===== src/rtl/ef_sram_pkg.sv =====
// Shared types, default geometry and helpers for the EF SRAM array controller.
package ef_sram_pkg;

  localparam int DEF_NB        = 32;
  localparam int DEF_NA        = 10;
  localparam int DEF_NM        = 4;
  localparam int DEF_PWRUP_CYC = 16;

  localparam int NBY  = DEF_NB / 8;
  localparam int NSEL = $clog2(DEF_NM);
  localparam int AW   = DEF_NA + NSEL;

  typedef enum logic {
    PWRUP = 1'b0,
    RUN   = 1'b1
  } state_t;

  // One mask bit becomes the eight bit-enables of its byte lane.
  function automatic logic [7:0] byte_bit_en(input logic mask_bit);
    return {8{mask_bit}};
  endfunction

endpackage


===== src/rtl/ef_sram_rsp_fifo.sv =====
// Two-entry synchronous FIFO that buffers read data between macro capture and the response port.
module ef_sram_rsp_fifo #(
  parameter int W = 32
) (
  input  logic         CLKin,
  input  logic         RSTin,
  input  logic         i_push,
  input  logic [W-1:0] i_push_data,
  input  logic         i_pop,
  output logic [W-1:0] o_pop_data,
  output logic         o_full,
  output logic         o_empty,
  output logic [1:0]   o_count
);

  logic [W-1:0] r_mem [2];
  logic         r_wptr;
  logic         r_rptr;
  logic [1:0]   r_count;
  logic         w_do_push;
  logic         w_do_pop;

  assign w_do_pop  = i_pop & ~o_empty;
  assign w_do_push = i_push & (~o_full | w_do_pop);

  // NOTE: the storage array has no reset; only pointers and count do, and the head is ignored while empty.
  always_ff @(posedge CLKin) begin
    if (w_do_push) r_mem[r_wptr] <= i_push_data;
  end

  always_ff @(posedge CLKin) begin
    if (RSTin) begin
      r_wptr  <= 1'b0;
      r_rptr  <= 1'b0;
      r_count <= 2'd0;
    end else begin
      if (w_do_push) r_wptr <= ~r_wptr;
      if (w_do_pop)  r_rptr <= ~r_rptr;
      case ({w_do_push, w_do_pop})
        2'b10:   r_count <= r_count + 2'd1;
        2'b01:   r_count <= r_count - 2'd1;
        default: r_count <= r_count;
      endcase
    end
  end

  assign o_pop_data = r_mem[r_rptr];
  assign o_full     = (r_count == 2'd2);
  assign o_empty    = (r_count == 2'd0);
  assign o_count    = r_count;

endmodule


===== src/rtl/ef_sram_array_ctrl.sv =====
// Handshaked controller for NM depth-tiled EF SRAM macros: decode, bit enables,
// WLOFF power-up sequencing and credit-limited read-response buffering.
module ef_sram_array_ctrl
  import ef_sram_pkg::*;
#(
  parameter int NB        = DEF_NB,
  parameter int NA        = DEF_NA,
  parameter int NM        = DEF_NM,
  parameter int PWRUP_CYC = DEF_PWRUP_CYC,
  localparam int NBYTE    = NB / 8,
  localparam int NSELB    = $clog2(NM),
  localparam int SELW     = (NSELB > 0) ? NSELB : 1,
  localparam int ADW      = NA + NSELB
) (
  input  logic             CLKin,
  input  logic             RSTin,
  input  logic             req_valid,
  output logic             req_ready,
  input  logic             req_we,
  input  logic [ADW-1:0]   req_addr,
  input  logic [NB-1:0]    req_wdata,
  input  logic [NBYTE-1:0] req_wmask,
  output logic             rsp_valid,
  input  logic             rsp_ready,
  output logic [NB-1:0]    rsp_rdata,
  output logic             init_done,
  output logic [NM-1:0]    sram_EN,
  output logic             sram_R_WB,
  output logic [NA-1:0]    sram_AD,
  output logic [NB-1:0]    sram_DI,
  output logic [NB-1:0]    sram_BEN,
  input  logic [NM*NB-1:0] sram_DO,
  output logic             sram_WLOFF,
  output logic             sram_TM,
  output logic             sram_SM,
  output logic             sram_WLBI,
  output logic             sram_ScanInCC,
  output logic             sram_ScanInDL,
  output logic             sram_ScanInDR
);

  localparam int CNTW = $clog2(PWRUP_CYC + 1);

  state_t          r_state;
  state_t          w_state_nxt;
  logic [CNTW-1:0] r_pwr_cnt;
  logic            w_run;

  logic [SELW-1:0] w_bank;
  logic [SELW-1:0] r_bank;
  logic            w_fire;
  logic            w_rd_fire;
  logic            r_rd_pending;
  logic [NB-1:0]   w_capture;

  logic            w_push;
  logic            w_pop;
  logic [NB-1:0]   w_fifo_rdata;
  logic            w_fifo_full;
  logic            w_fifo_empty;
  logic [1:0]      w_fifo_count;
  logic [2:0]      w_outstanding;

  // NOTE: every flop is written with <= so all registers sample pre-edge values together.
  always_ff @(posedge CLKin) begin
    if (RSTin) r_state <= PWRUP;
    else       r_state <= w_state_nxt;
  end

  // NOTE: each always_comb assigns its outputs a default first, so no path can infer a latch.
  always_comb begin
    w_state_nxt = r_state;
    case (r_state)
      PWRUP:   if (r_pwr_cnt == CNTW'(PWRUP_CYC - 1)) w_state_nxt = RUN;
      RUN:     w_state_nxt = RUN;
      default: w_state_nxt = PWRUP;
    endcase
  end

  always_comb begin
    sram_WLOFF = 1'b1;
    init_done  = 1'b0;
    if (r_state == RUN) begin
      sram_WLOFF = 1'b0;
      init_done  = 1'b1;
    end
  end

  always_ff @(posedge CLKin) begin
    if (RSTin)                 r_pwr_cnt <= '0;
    else if (r_state == PWRUP) r_pwr_cnt <= r_pwr_cnt + 1'b1;
  end

  assign w_run = (r_state == RUN);

  generate
    if (NSELB > 0) begin : g_bank_sel
      assign w_bank = req_addr[ADW-1:NA];
    end else begin : g_single_bank
      assign w_bank = 1'b0;
    end
  endgenerate

  // Credits count reads in flight plus buffered responses; a same-cycle pop frees one.
  assign w_pop         = rsp_valid & rsp_ready;
  assign w_outstanding = {2'b00, r_rd_pending} + {1'b0, w_fifo_count};
  assign req_ready     = w_run && ((w_outstanding - {2'b00, w_pop}) < 3'd2);

  assign w_fire    = req_valid & req_ready;
  assign w_rd_fire = w_fire & ~req_we;

  always_comb begin
    sram_EN = '0;
    if (w_fire && (!req_we || (|req_wmask))) sram_EN[w_bank] = 1'b1;
  end

  always_comb begin
    sram_BEN = '0;
    for (int i = 0; i < NBYTE; i++) begin
      sram_BEN[i*8 +: 8] = req_we ? byte_bit_en(req_wmask[i]) : 8'h00;
    end
  end

  assign sram_R_WB     = ~req_we;
  assign sram_AD       = req_addr[NA-1:0];
  assign sram_DI       = req_wdata;
  assign sram_TM       = 1'b0;
  assign sram_SM       = 1'b0;
  assign sram_WLBI     = 1'b0;
  assign sram_ScanInCC = 1'b0;
  assign sram_ScanInDL = 1'b0;
  assign sram_ScanInDR = 1'b0;

  // The bank of an accepted read is remembered so its macro output can be picked a cycle later.
  always_ff @(posedge CLKin) begin
    if (RSTin) begin
      r_rd_pending <= 1'b0;
      r_bank       <= '0;
    end else begin
      r_rd_pending <= w_rd_fire;
      if (w_rd_fire) r_bank <= w_bank;
    end
  end

  assign w_capture = sram_DO[int'(r_bank)*NB +: NB];
  assign w_push    = r_rd_pending & (~w_fifo_full | w_pop);

  ef_sram_rsp_fifo #(
    .W (NB)
  ) u_rsp_fifo (
    .CLKin       (CLKin),
    .RSTin       (RSTin),
    .i_push      (w_push),
    .i_push_data (w_capture),
    .i_pop       (w_pop),
    .o_pop_data  (w_fifo_rdata),
    .o_full      (w_fifo_full),
    .o_empty     (w_fifo_empty),
    .o_count     (w_fifo_count)
  );

  assign rsp_valid = ~w_fifo_empty;
  assign rsp_rdata = w_fifo_empty ? '0 : w_fifo_rdata;

endmodule

===== config.mk =====
export PLATFORM = sky130hd
export DESIGN_NAME = ef_sram_array_ctrl
export DESIGN_NICKNAME = d
export VERILOG_FILES = /design/src/rtl/ef_sram_pkg.sv /design/src/rtl/ef_sram_rsp_fifo.sv /design/src/rtl/ef_sram_array_ctrl.sv
export SDC_FILE = /design/constraint.sdc
export NUM_CORES = 1
export LEC_CHECK = 0
export BUFFER_PORTS_ARGS = -buffer_cell sky130_fd_sc_hd__buf_2
export CAP_MARGIN = 30
export CORE_AREA = 3 3 117 119
export CTS_CLUSTER_DIAMETER = 80
export DETAILED_ROUTE_END_ITERATION = 8
export DIE_AREA = 0 0 120 122
export HOLD_SLACK_MARGIN = 0.06
export PLACE_DENSITY_LB_ADDON = 0.3
export SYNTH_ARGS = -nofsm -noshare
export SYNTH_HDL_FRONTEND = slang
export SYNTH_SLANG_ARGS = --single-unit

===== constraint.sdc =====
create_clock -name CLKin -period 2.8 [get_ports CLKin]
set_clock_uncertainty 0.1 [all_clocks]
set_input_delay 0.14 -clock CLKin [delete_from_list [all_inputs] [get_ports CLKin]]
set_output_delay 0.14 -clock CLKin [all_outputs]
set_load 0.01 [all_outputs]

==> out/results.ini, run 1 <==
[status]
status=complete, no violations

[detailed_routing]
wl_um=10700
drt-vias-per-instance=4.63
drt-pass1-iter-count=4
dr_total_vias=3044
drc_errors=0
wl_per_cell_um=16.2
ant_nets=0
drt_first_iter_violations=93

[yosys]
synth_xor_area_share_pct=1.52
synth-async-reset-ratio_pct=0
yosys_most_used_dff=edfxtp_1
yosys_warnings=0
synth_top_family_by_area=multiplexers
synth_area_leaders=edfxtp_1 42%, mux4_2 16%, buf_4 13%, mux2i_1 7.7%, dfxtp_1 6.2%
yosysSeqAreaShare_pct=48.6
synth_cell_types=33
synth_compound_area_share_pct=1.13
synth-simple-area-share_pct=7.90
syn_area_mm2=0.00453
syn_inst=339
synth.most_common_cell=buf_4
synth_adder_area_share_pct=1.55
synth.area.mux_share_pct=23.9
synthTopCellsByCount=79 x buf_4, 64 x edfxtp_1, 50 x nor2_1
synth_edf_count=64
synth_top_area_share_pct=42.5
avgSynthCellArea_um2=13.4
yosysTopAreaCell=edfxtp_1
synth-seq-cells=78

[timing]
tns_ns=0
rsz0062_at_grt=no
fin_crit_ns=2.68
max_freq_ghz=0.373
tightest_slew_ns=0.859
relSlewSlack_pct=42.7
final_max_slew_viol_count=0
setup_viol=0
fin_crit_sh_pct=95.7
finalHoldViolations=0

[run]
drv_cap=0

[final_layout]
design_area_mm2=0.00565
antenna_cells=0
syn_to_final_growth_pct=24.8
layout.nets=667
num-fill-cells=1210
drive_gt1_share_pct=56.4

[grt]
grt.total_usage_pct=14.2
grt_first_pass_wirelength_um=16000
antenna_found_initial=0
grt_overflow=0
grt_pass1_vias=3180
grt_max_degree=34

[critical_path]
rrSetupSlack_ns=0.39
crit_cells=7
worst_r2r_endpoint=r_bank[1]$_SDFFE_PP0P_
crit_required_ns=2.56
startpoint=u_rsp_fifo.o_count[0]$_SDFFE_PP0P_
slowest_delay_ns=0.53
critPathMaxFanout=7
crit_chain=o21a_1 -> ha_1 -> nand2b_1 -> fa_1 -> nand4b_1 -> nor4b_2 -> buf_2
cp_top_family=adder cells
crit_end=sram_EN[2]
cpMaxStageDelayCell=fa_1
path_buf_inv=1
cp.arrival_ns=2.44
crit_path_start_kind=flip-flop
cp-end-kind=primary output
criticalPathCategory=flip-flop to primary output
timing.rr.start=u_rsp_fifo.o_count[0]$_SDFFE_PP0P_
rr_worst_depth=7

[pwr]
swShare_pct=18.2
power_leakage_nw=2.29
p_comb_share_pct=7.5
p_switching_w=0.000499
peakVddDrop_v=0.000250
internal-power_w=0.00225
seqPwrFrac_pct=45.9
power_density_mw_per_mm2=486
total_power_w=0.00274
clkPwrFrac_pct=46.6

[die]
rows=41
fp.dieH_um=122
start_util_pct=35.7
die_w_um=120
boundaryPins=302
die-area_mm2=0.0146
core_mm2=0.0127

[worst_hold_path]
hp-class=input port to flip-flop

[clock_network]
cts_tree=yes
cts_root_buf=clkbuf_16
cts_buffers=9
insertion_delay_ns=0.33
post-cts-setup-buffers=0
clockBufferDepth=2
cts-htree-levels=3
clk_pin_slew_ns=0.06
cts_sinks=78

[place]
place.gp.congestion=0.743
dp_hpwl_um=8240
dpl_cell_area_mm2=0.00527
numPortBuffers=211

## layout make-up
| class | instances | area [um2] | share of cell area, % |
|---|---|---|---|
| sequential | 78 | 2210 | 39.1 |
| multi-input combinational | 165 | 1690 | 29.9 |
| timing repair buffer | 220 | 1180 | 20.9 |
| clock buffer | 11 | 233 | 4.12 |
| tap | 172 | 215 | 3.81 |
| clock inverter | 5 | 97.6 | 1.73 |
| inverter | 7 | 26.3 | 0.465 |
## flip-flops by register name, summed over array words and instances (netlist names), named ones only
| signal | cells |
|---|---|
| r_state | 1 |
| r_bank | 2 |
| u_rsp_fifo.r_rptr | 1 |
| r_pwr_cnt | 5 |
| u_rsp_fifo.o_count | 2 |
| r_rd_pending | 1 |
| u_rsp_fifo.r_mem | 64 |
| u_rsp_fifo.r_wptr | 1 |
## kinds of logic after synthesis
group | count (synthesis)
multiplexers | 68
adder cells (fa/ha/maj) | 5
flip-flops | 78
AO/OA/AOI/OAI | 6
other | 1
XOR/XNOR | 7
AND/OR/NAND/NOR | 73
buffers and inverters | 101
## power groups by stage
stage / clock [W] / sequential, W / combinational (W)
6_report: 0.00128 / 0.00126 / 0.000205
5_1_grt: 0.00139 / 0.00126 / 0.000226
4_1_cts: 0.00132 / 0.00126 / 0.000207
3_5_place_dp: 0 / 0.00128 / 0.000203
3_3_place_gp: 0 / 0.00128 / 0.000198
2_1_floorplan: 0 / 0.00128 / 0.000170
## metal layers
metal  share of wire (%)  up-vias  global-route usage [%]
li1                    -     1434                       -
met5                   0        -                       0
met2                  52      123                    25.1
met4                 3.2        0                    7.02
met3                 7.2       37                    3.57
met1                  37     1450                    16.0
## worst register-to-register path: stages, from the launching register on
cell and delay, ns:
dfxtp_2 0.38, o21a_1 0.19, ha_1 0.27, nand2b_1 0.15
fa_1 0.53, nand2_1 0.11, nor4b_4 0.38, mux2i_1 0.23
## through the flow
| stage | std cells | setup WS (ns) | hold slack [ns] | utilization, % |
|---|---|---|---|---|
| final | 658 | 0.120 | 0.100 | 44.6 |
| after global routing | 658 | 0.00481 | 0.107 | 44.6 |
| after CTS | 658 | 0.111 | 0.0832 | 44.5 |
| after detailed placement | 639 | 0.269 | 0.180 | 41.6 |
| after global placement | 639 | 0.392 | 0.180 | 41.6 |
| after floorplan | 344 | 0.347 | 0.112 | - |
## layout by cell type (no fill, tap or decap), types with 4 or more instances in the layout
cell / instances
conb_1: 6
mux2i_1: 35
inv_1: 6
clkbuf_16: 9
mux4_2: 32
nand2b_1: 5
nor2_1: 47
dfxtp_1: 10
ha_1: 4
buf_12: 4
edfxtp_1: 64
dfxtp_2: 4
buf_2: 211
and2_1: 4
## how the worst min path moves through the flow
stage	from	end	slack (ns)	depth (start not counted)
after floorplan	RSTin	r_rd_pending$_SDFF_PP0_	0.11	1
after detailed placement	req_addr[7]	sram_AD[7]	0.18	0
after global routing	req_we	r_bank[1]$_SDFFE_PP0P_	0.11	3
final	req_we	r_bank[0]$_SDFFE_PP0P_	0.10	3
after CTS	req_we	r_bank[0]$_SDFFE_PP0P_	0.08	3
after global placement	req_addr[7]	sram_AD[7]	0.18	0
## what timing repair did
item / 4_1_cts / 5_1_grt
endpoints found under the setup margin: 1 / 2
gates resized for setup: 1 / 2
hold buffers: 3 / 0
endpoints found under the hold margin: 8 / 0
gates cloned: 0 / 0
Power figures use the tool's default switching activity.
==> inputs of run 2 (changes only) <==
Settings changed: CORE_AREA 3 3 117 119 to unset, CORE_MARGIN set to 3, CORE_UTILIZATION set to 24, DIE_AREA 0 0 120 122 to unset.
==> out/results.ini, run 2 (synthesized netlist as in run 1, its figures left out) <==
[grt]
grt_pass1_vias=3229  ; +1.5%
antenna_found_initial=0  ; unchanged
grt.total_usage_pct=10.6  ; -3.6 points
grt_first_pass_wirelength_um=16200  ; +1.6%
grt_overflow=0  ; unchanged
grt_max_degree=21  ; -38%

[run]
drv_cap=0  ; unchanged

[die]
boundaryPins=302  ; unchanged
fp.dieH_um=143  ; +17%
core_mm2=0.0183  ; +44%
die-area_mm2=0.0205  ; +40%
start_util_pct=24.8  ; -11 points
die_w_um=143  ; +19%
rows=49  ; +20%

[final_layout]
layout_commonest_cell=buf_2
drive_gt1_share_pct=56.6  ; +0.27 points
largest_register_ffs=64  ; unchanged
largestRegisters=u_rsp_fifo.r_mem (64), r_pwr_cnt (5)
final_cell_mix=211 x buf_2, 64 x edfxtp_1, 47 x nor2_1
layoutNonFillerInstCount=718  ; +9.1%
antenna_cells=0  ; unchanged
fin_util_pct=31.4  ; -13 points
layout.nets=671  ; +0.60%
syn_to_final_growth_pct=26.9
top_register=u_rsp_fifo.r_mem

[timing]
fin_crit_ns=2.64  ; -0.0454 ns
setup_viol=0  ; unchanged
setup_slack_ns=0.165  ; +0.0454 ns
tns_ns=0  ; unchanged
relSlewSlack_pct=60.6  ; +18 points
max_freq_ghz=0.380  ; +1.7%
finalHoldViolations=0  ; unchanged
tightest_slew_ns=0.590  ; -0.269 ns
rsz0062_at_grt=no
fin_crit_sh_pct=94.1  ; -1.6 points
final_max_slew_viol_count=0  ; unchanged

[status]
status=complete, no violations

[critical_path]
crit_path_start_kind=flip-flop
cp.arrival_ns=2.40  ; -0.04 ns
startpoint=u_rsp_fifo.o_count[0]$_SDFFE_PP0P_
slowest_delay_ns=0.54  ; about the same
path_buf_inv=1  ; unchanged
crit_chain=o21a_1 -> ha_1 -> nand2b_1 -> fa_1 -> nand4b_1 -> nor4b_1 -> buf_2
rrSetupSlack_ns=0.42  ; +0.03 ns
critPathMaxFanout=7  ; unchanged
worst_r2r_endpoint=r_bank[1]$_SDFFE_PP0P_
criticalPathCategory=flip-flop to primary output
rr_worst_depth=7  ; unchanged
timing.rr.start=u_rsp_fifo.o_count[0]$_SDFFE_PP0P_
cp_top_family=adder cells
crit_required_ns=2.56  ; about the same
cp-end-kind=primary output
cpMaxStageDelayCell=fa_1

[clock_network]
cts_sinks=78  ; unchanged
cts_buffers=9  ; unchanged
insertion_delay_ns=0.34  ; about the same
cts_root_buf=clkbuf_16
clk_pin_slew_ns=0.05  ; about the same
clockBufferDepth=2  ; unchanged
cts-htree-levels=3  ; unchanged
cts_tree=yes
post-cts-setup-buffers=0  ; unchanged

[place]
place_inst=699  ; +9.4%
post-place-ws_ns=0.330  ; +0.0610 ns
numPortBuffers=211  ; unchanged
dp_hpwl_um=8890  ; +7.9%
place.gp.congestion=0.779  ; +4.9%

[detailed_routing]
drc_errors=0  ; unchanged
wl_um=11300  ; +6.0%
drt_first_iter_violations=75  ; -19%
drt-pass1-iter-count=4  ; unchanged
wl_per_cell_um=15.7  ; -2.9%
drt-vias-per-instance=4.31  ; -6.8%
dr_total_vias=3096  ; +1.7%
ant_nets=0  ; unchanged

[worst_hold_path]
hp-class=input port to flip-flop
hp-start=sram_DO[71]
hold_path_depth=2  ; -1
hold_path_end=u_rsp_fifo.r_mem[0][7]$_DFFE_PP_

[pwr]
peakVddDrop_v=0.000262  ; +4.9%
power_density_mw_per_mm2=479  ; -1.4%
power_leakage_nw=2.31  ; +0.98%

run 2: cell types whose count changed in the layout (fill, tap and decap cells not counted):
cell           delta
nor4b_2           -1
nor4b_1           +1
dlygate4sd3_1     +1
clkinv_2          +1
buf_4             +4
buf_12            -3
buf_16            +2
clkbuf_1          -1
clkinv_1          -1
run 2: worst max-delay path by stage:
| stage | cells after the start | slack, ns | to |
|---|---|---|---|
| floorplan | 3 | 0.35 | u_rsp_fifo.r_mem[0][0]$_DFFE_PP_ |
| global placement | 7 | 0.35 | r_bank[0]$_SDFFE_PP0P_ |
| detailed placement | 7 | 0.33 | r_bank[0]$_SDFFE_PP0P_ |
| CTS | 7 | 0.02 | sram_EN[1] |
| global route | 7 | 0.02 | sram_EN[3] |
| finish | 7 | 0.16 | sram_EN[2] |
run 2: final cells by class:
class	instances	area [um2]
clock buffers	10	229
clock inverters	5	98.8
fillers	1826	12500
inverters	7	26.3
multi-input cells	165	1680
flip-flops and latches	78	2210
well taps	229	287
repair buffers	224	1220
run 2: per-layer routing:
| layer | share of wire [%] | GRT usage [%] | vias to the layer above |
|---|---|---|---|
| met3 | 7.7 | 2.80 | 42 |
| met1 | 38 | 11.0 | 1457 |
| li1 | - | - | 1436 |
| met4 | 3.5 | 6.79 | 0 |
| met5 | 0 | 0 | - |
| met2 | 50 | 18.8 | 161 |
run 2: report_power, final:
part           switching, W  internal (W)  leakage [nW]
Clock              0.000425      0.000860         0.160
Combinational     0.0000817      0.000125          1.46
Sequential       0.00000309       0.00126         0.690
run 2: repair_timing:
| action | 4_1_cts | 5_1_grt |
|---|---|---|
| hold buffers | 4 | 0 |
| resized for setup | 0 | 2 |
| setup endpoints to repair | 0 | 4 |
| hold endpoints to repair | 11 | 0 |
run 2: metrics by stage:
| step | hold WS, ns | total power (W) | cell area (um2) |
|---|---|---|---|
| CTS | 0.0853 | 0.00280 | 5740 |
| global placement | 0.180 | 0.00148 | 5320 |
| floorplan | 0.112 | 0.00145 | 4550 |
| global route | 0.0974 | 0.00286 | 5750 |
| finish | 0.111 | 0.00275 | 5750 |
| detailed placement | 0.180 | 0.00149 | 5370 |
